$ cat src/rtl/playbus_datapath.sv
// PlayBus level-1 datapath: shared 8-bit bus, fixed ROM, RAM, switch buffer,
// LED latch, sticky bus-conflict flag and saturating RAM-write counter.
module playbus_datapath #(
  parameter int DATA_W = 8,
  parameter int ADDR_W = 4
) (
  input  logic              clk,
  input  logic              n_reset,
  input  logic              ROMO,
  input  logic              RAMO,
  input  logic              RAMW,
  input  logic              SWBEN,
  input  logic              LEDLTCH,
  input  logic [ADDR_W-1:0] addr,
  input  logic [DATA_W-1:0] switches,
  output logic [DATA_W-1:0] bus,
  output logic [DATA_W-1:0] leds,
  output logic              conflict,
  output logic [DATA_W-1:0] wr_count
);

  localparam int DEPTH = 1 << ADDR_W;

  logic [DATA_W-1:0] ram_q [DEPTH];
  logic [DATA_W-1:0] leds_q;
  logic [DATA_W-1:0] leds_d;
  logic [DATA_W-1:0] cnt_q;
  logic [DATA_W-1:0] cnt_d;
  logic              conf_q;
  logic              conf_d;
  logic [DATA_W-1:0] rom_word;
  logic [1:0]        n_drv;
  logic              multi;
  logic              wr_en;
  logic              led_en;

  assign n_drv = {1'b0, ROMO}
               + {1'b0, RAMO}
               + {1'b0, SWBEN};
  assign multi    = (n_drv >= 2'd2);
  assign wr_en    = RAMW & ~multi;
  assign led_en   = LEDLTCH & ~multi;
  assign rom_word = {addr, ~addr};

  // Idle bus floats high; contention reads as all-zero.
  always_comb begin
    bus = '0;
    unique case ({ROMO, RAMO, SWBEN})
      3'b000:  bus = '1;
      3'b100:  bus = rom_word;
      3'b010:  bus = ram_q[addr];
      3'b001:  bus = switches;
      default: bus = '0;
    endcase
  end

  always_comb begin
    leds_d = leds_q;
    cnt_d  = cnt_q;
    conf_d = conf_q | multi;
    if (led_en) leds_d = bus;
    if (wr_en && cnt_q != '1) cnt_d = cnt_q + 1'b1;
  end

  always_ff @(posedge clk or negedge n_reset) begin
    if (!n_reset) begin
      for (int i = 0; i < DEPTH; i++) ram_q[i] <= '0;
    end else if (wr_en) begin
      ram_q[addr] <= bus;
    end
  end

  always_ff @(posedge clk or negedge n_reset) begin
    if (!n_reset) begin
      leds_q <= '0;
      cnt_q  <= '0;
      conf_q <= 1'b0;
    end else begin
      leds_q <= leds_d;
      cnt_q  <= cnt_d;
      conf_q <= conf_d;
    end
  end

  assign leds     = leds_q;
  assign wr_count = cnt_q;
  assign conflict = conf_q;

endmodule

$ cat config.mk
export PLATFORM = sky130hd
export DESIGN_NAME = playbus_datapath
export DESIGN_NICKNAME = d
export VERILOG_FILES = /design/src/rtl/playbus_datapath.sv
export SDC_FILE = /design/constraint.sdc
export NUM_CORES = 1
export LEC_CHECK = 0
export CORE_ASPECT_RATIO = 1.5
export CORE_UTILIZATION = 50
export DETAILED_ROUTE_END_ITERATION = 6
export PLACE_DENSITY = 0.69
export SETUP_SLACK_MARGIN = 0.02
export SYNTH_ARGS = -nofsm -noshare
export SYNTH_HDL_FRONTEND = slang
export SYNTH_SLANG_ARGS = --single-unit
$ cat constraint.sdc
create_clock -name clk -period 4.6 [get_ports clk]
set_clock_uncertainty 0.1 [all_clocks]
set_input_delay 0.92 -clock clk [delete_from_list [all_inputs] [get_ports clk]]
set_output_delay 0.92 -clock clk [all_outputs]
set_load 0.01 [all_outputs]
==> results of run 1 <==
## sequential cells by signal, summed over array words and instances (netlist names)
signal    cells
wr_count      8
leds          8
conflict      1
ram_q       128
## worst max-delay path: stages
cell	delay, ns
clkdlybuf4s50_1	0.51
buf_12	0.18
buf_4	0.26
mux4_2	0.53
nand3_1	0.11
and3_1	0.22
nand2_1	0.10
clkdlybuf4s50_1	0.49
## cell families (layout without fill, tap and decap cells)
kind of cell,after synthesis,after routing,synth area share
compound gates,296,296,0.2524
flops,145,145,0.5014
simple gates,101,101,0.08471
buf+inv,80,118,0.05187
mux,49,49,0.09768
xor+xnor,7,7,0.008472
fa+ha+maj,2,2,0.003457
## layout by cell type, fill, tap and decap left out, drive strengths merged, types with 4 or more instances in the layout
cell type and instances:
dfrtp 145, o22ai 4, mux4 16, clkdlybuf4s50 41
clkinvlp 4, and2 4, nor4 4, nor2 17
clkbuf 18, nor2b 14, mux2i 32, and3 12
nand3 18, a21oi 172, nand2 15, inv 9
a211oi 4, a41oi 56, o21ai 20, buf 40
a22oi 16, a31oi 24, xor2 7
## worst max-delay path by stage
stage | slack (ns) | end | depth (start not counted)
global route | 0.14 | bus[0] | 8
finish | 0.25 | bus[0] | 8
CTS | 0.23 | bus[0] | 8
floorplan | 1.22 | bus[5] | 6
detailed placement | 0.24 | bus[0] | 8
global placement | 0.25 | bus[0] | 8
## layout make-up
class / count / area, um2
Tap cell: 192 / 240.2
Sequential cell: 145 / 3628
Multi-Input combinational cell: 455 / 3277
Clock buffer: 18 / 429.2
Timing Repair Buffer: 81 / 737.0
Inverter: 5 / 18.77
Fill cell: 1210 / 5550
Clock inverter: 14 / 177.7
## power groups by stage
| stage | registers, mW | clock network (mW) | logic [mW] |
|---|---|---|---|
| global route | 1.89 | 1.50 | 1.03 |
| finish | 1.85 | 1.44 | 0.921 |
| floorplan | 1.81 | 0 | 0.614 |
| detailed placement | 1.85 | 0 | 0.916 |
| CTS | 1.84 | 1.45 | 0.925 |
| global placement | 1.84 | 0 | 0.885 |
## metal layers
| metal | vias to the layer above | wire, um | track usage |
|---|---|---|---|
| met5 | - | 0 | 0 |
| met4 | 0 | 729 | 0.1529 |
| met3 | 52 | 947 | 0.03889 |
| met2 | 262 | 10150 | 0.4654 |
| met1 | 3000 | 7904 | 0.3615 |
| li1 | 2645 | - | - |
==> out/metrics.csv, run 1 <==
metric,value,unit
min-delay src,conflict,
CP required,3.58,ns
cell area after layout,0.008508,mm2
WS Path Type,input pin to output pin,
CTS tree,done,
drt drc,0,
Hold Path Stages,1,
Clk Tree Root Cell,clkbuf_16,
Avg Synthesized Cell Area,10.64,um2
Tcrit/Tclk final,0.9457,
CTS Buffer Depth,2,
outcome,"complete, no violations",
cts bufs inserted,17,
Design Power,4.207,mW
Post-synth EDFFs,0,
Fin Hold WS,0.3724,ns
DRT iter0 DRCs,528,
Worst R2R Start,ram_q[79],
Netlist Area Pre-Place,0.007237,mm2
# rows,53,
"count leader, synth",a21oi_1,
crit path from,addr[0],
worst hold path type,flop to flop,
CTS Hold Bufs,0,
PortBufs,43,
reg-to-reg setup timing slack,2.58,ns
total leakage power,3.493,nW
Setup WS pre-CTS,0.2441,ns
DR vias/cell,6.548,
antenna-violating nets left,0,
Post-CTS Resized,0,
final cell count without fillers,910,
Antenna diodes,0,
synth warn,0,
final core utilization,0.6052,
leading area contributor after synthesis,dfrtp_1,
Clk pwr share,0.341,
first-pass GRT wire length,32250,um
Seq pwr share,0.440,
post-synthesis sequential area ratio,0.5014,
core area,0.01406,mm2
Final #Nets,726,
Die X-Extent,100.2,um
top cell type's share of synthesized area,0.5014,
RSZ-0062 raised after global routing,false,
combinational share of power,0.219,
clock sink count,145,
Fin Setup TNS,0,ns
initial cell density of the core,0.5148,
max-slew headroom at the worst pin,0.4138,
Reg2Reg Depth,5,
WHS Endpoint,conflict,
pin count of the biggest net entering global routing,96,
Avg WL per Cell,21.68,um
htree depth,4,
maxcap violations,0,
grt ovf,0,
clock transition at the registers of the reported paths,0.06,ns
RR Endpoint,ram_q[103],
"Top FF cell, synth",dfrtp_1,
final hold vios,0,
vias in the first global route,6060,
post-synth net total,701,
actual slew at the worst max-slew pin,0.8792,ns
Post-synth ARST share,1.000,
synth top area cells,"dfrtp_1, a21oi_1, a41oi_1",
Total GRT Usage,0.2831,
flip-flop and latch count after synthesis,145,
I/O pin cnt,44,
GP Congestion,0.8567,
Power per Cell Area,494.4,mW/mm2
Final WS setup,0.2499,ns
Synth cell types,42,
area grow syn2layout,17.57,%
Max VDD drop,0.2835,mV
post-CTS setup buffer count,0,
Switching Fraction,0.3009,
cell count after placement,878,
vias,5959,
die height,149.3,um
share of layout cells above drive strength 1,0.1490,
Int Pwr,2.941,mW
Worst-Skew Late Latency,0.42,ns
Final Critical Period,4.350,ns
Critical Path Source Type,input pin,
WL final,19730,um
Area after DPL,0.007901,mm2
die area,0.01497,mm2
max-slew violation count,0,
Crit path arrival time,3.33,ns
detailed placement HPWL,12680,um
Crit Path Max Fanout,17,
Crit. End Element,output pin,
count of final setup violators,0,
synth cell count leaders,"a21oi_1, dfrtp_1, a41oi_1",
sw power,1.266,mW
DRT Pass-1 Iters,5,
Post-Syn Instances,680,
initial antenna violation count,0,
upper clock frequency limit,229.9,MHz
Note: power is estimated with default switching activity, not from simulation.
==> run 2: changes to the inputs <==
- ABC_AREA: unset -> 1
==> run 2 against run 1 <==
Final cell count up 44%. Synthesized cell count up 54%. Register-to-register slack better by 0.15 ns. Via count up 9.8%. Largest power group unchanged.
==> out/metrics.csv, run 2 <==
metric,value,unit
total leakage power,4.911,nW
sw power,1.046,mW
Critical Path Source Type,input pin,
detailed placement HPWL,12960,um
GP Congestion,0.9180,
Clk pwr share,0.408,
synth top area cells,"dfrtp_1, nand2_1, buf_4",
Fin Setup TNS,0,ns
critical-path cell list,"clkdlybuf4s50_1, inv_1, nor2_2, nand2_1, nand2_1, o21ai_1, nand2_2, clkdlybuf4s50_1",
first-pass GRT wire length,33060,um
I/O pin cnt,44,
CP required,3.58,ns
max-slew headroom at the worst pin,0.4437,
DRT Pass-1 Iters,5,
area grow syn2layout,18.60,%
Avg WL per Cell,15.23,um
leading area contributor after synthesis,dfrtp_1,
Final WS setup,0.5934,ns
Die X-Extent,100.3,um
Area after DPL,0.007950,mm2
flip-flop and latch count after synthesis,145,
synth cell count leaders,"nand2_1, dfrtp_1, inv_2",
WS Path Type,input pin to output pin,
htree depth,4,
# rows,53,
pin count of the biggest net entering global routing,89,
"commonest cells after routing, fill and taps aside","nand2_1, dfrtp_1, clkdlybuf4s50_1, buf_4, inv_2",
core area,0.01406,mm2
Crit-path slowest cell,clkdlybuf4s50_1,
share of layout cells above drive strength 1,0.08513,
count of final setup violators,0,
final hold vios,0,
Avg Synthesized Cell Area,6.932,um2
Power per Cell Area,436.7,mW/mm2
upper clock frequency limit,249.6,MHz
cts bufs inserted,17,
drt drc,0,
Netlist Area Pre-Place,0.007251,mm2
grt ovf,0,
Crit path arrival time,2.99,ns
"CP delay by family, top",buffers and inverters,
DR vias/cell,5.002,
max-slew violation count,0,
CTS tree,done,
clock sink count,145,
CTS Buffer Depth,2,
PortBufs,43,
vias in the first global route,6534,
Seq pwr share,0.426,
Synth cell types,25,
Worst-Skew Late Latency,0.42,ns
synth warn,0,
Max stage delay on crit path,0.61,ns
cell area after layout,0.008600,mm2
largest reg by FF count,ram_q,
clock transition at the registers of the reported paths,0.06,ns
maxcap violations,0,
Clk Tree Root Cell,clkbuf_16,
Switching Fraction,0.2785,
"Top FF cell, synth",dfrtp_1,
DRT iter0 DRCs,412,
Reg2Reg Depth,7,
Post-Syn Instances,1046,
"count leader, synth",nand2_1,
Post-CTS Resized,0,
Tcrit/Tclk final,0.8710,
Post-synth ARST share,1.000,
initial cell density of the core,0.5158,
Max VDD drop,0.2718,mV
actual slew at the worst max-slew pin,0.8344,ns
Crit Path Max Fanout,10,
Post-synth EDFFs,0,
worst hold path type,flop to flop,
post-synthesis sequential area ratio,0.5004,
Setup WS pre-CTS,0.6295,ns
vias,6542,
Int Pwr,2.710,mW
outcome,"complete, no violations",
CTS Hold Bufs,0,
Crit. End Element,output pin,
Antenna diodes,0,
initial antenna violation count,0,
post-CTS setup buffer count,0,
Final #Nets,1125,
Hold Path Stages,2,
RSZ-0062 raised after global routing,false,
top cell type's share of synthesized area,0.5004,
post-synth net total,1067,
WP buf/inv,3,
die area,0.01500,mm2
"commonest non-fill, non-tap cell in the layout",nand2_1,
Final Critical Period,4.007,ns
WP depth,8,
Total GRT Usage,0.2912,
WL final,19920,um
max reg flops,128,
die height,149.5,um
combinational share of power,0.165,
antenna-violating nets left,0,
## run 2: area by class of cell
cell class | instances | area, um2
fill | 1355 | 5459
sequential | 145 | 3628
multi-input combinational | 837 | 3307
timing repair buffer | 69 | 646.9
clock buffer | 19 | 442.9
tap | 192 | 240.2
clock inverter | 12 | 206.4
inverter | 34 | 127.6
## run 2: path summary, 6_finish.rpt
check,to,slack [ns],startpoint
setup / recovery,bus[0],0.59,addr[3]
hold / removal,conflict,0.36,conflict
setup reg to reg,wr_count[3],2.73,wr_count[1]
hold reg to reg,conflict,0.36,conflict
max in group asynchronous,ram_q[53],3.18,n_reset
min in group asynchronous,leds[0],0.44,n_reset
## run 2: power by group through the flow
stage,clock network [mW],registers (mW),logic (mW)
2_1_floorplan,0,1.60,0.380
3_3_place_gp,0,1.62,0.611
3_5_place_dp,0,1.61,0.622
4_1_cts,1.56,1.60,0.625
5_1_grt,1.62,1.62,0.709
6_report,1.53,1.60,0.621
## run 2: cells by family after synthesis
group | synth area share
and+or+nand+nor | 0.4286
DFF | 0.5004
xor gates and xnor gates | 0.007249
AOI/OAI and AO/OA | 0.01674
adders and majority gates | 0.003451
buffers and inverters | 0.04348
## run 2: per-stage QoR
step | instances | utilization | total power [mW] | hold slack, ns
4_1_cts | 1308 | 0.6117 | 3.783 | 0.3692
3_5_place_dp | 1277 | 0.5655 | 2.236 | 0.3532
5_1_grt | 1308 | 0.6117 | 3.948 | 0.3913
6_report | 1308 | 0.6117 | 3.756 | 0.3618
2_1_floorplan | 1046 | - | 1.982 | 0.3492
3_3_place_gp | 1277 | 0.5655 | 2.228 | 0.3456
## run 2: metal layers
metal  vias to the layer above  track usage  share of wire
met3                        36      0.05652          0.048
li1                       3261            -              -
met4                         0       0.1210          0.029
met2                       201       0.4918           0.50
met5                         -            0              0
met1                      3044       0.3636           0.43
## run 2: worst min-delay path, stage by stage, from the launching register on
cell     delay [ns]
dfrtp_1        0.34
inv_1          0.04
nand2_1        0.05
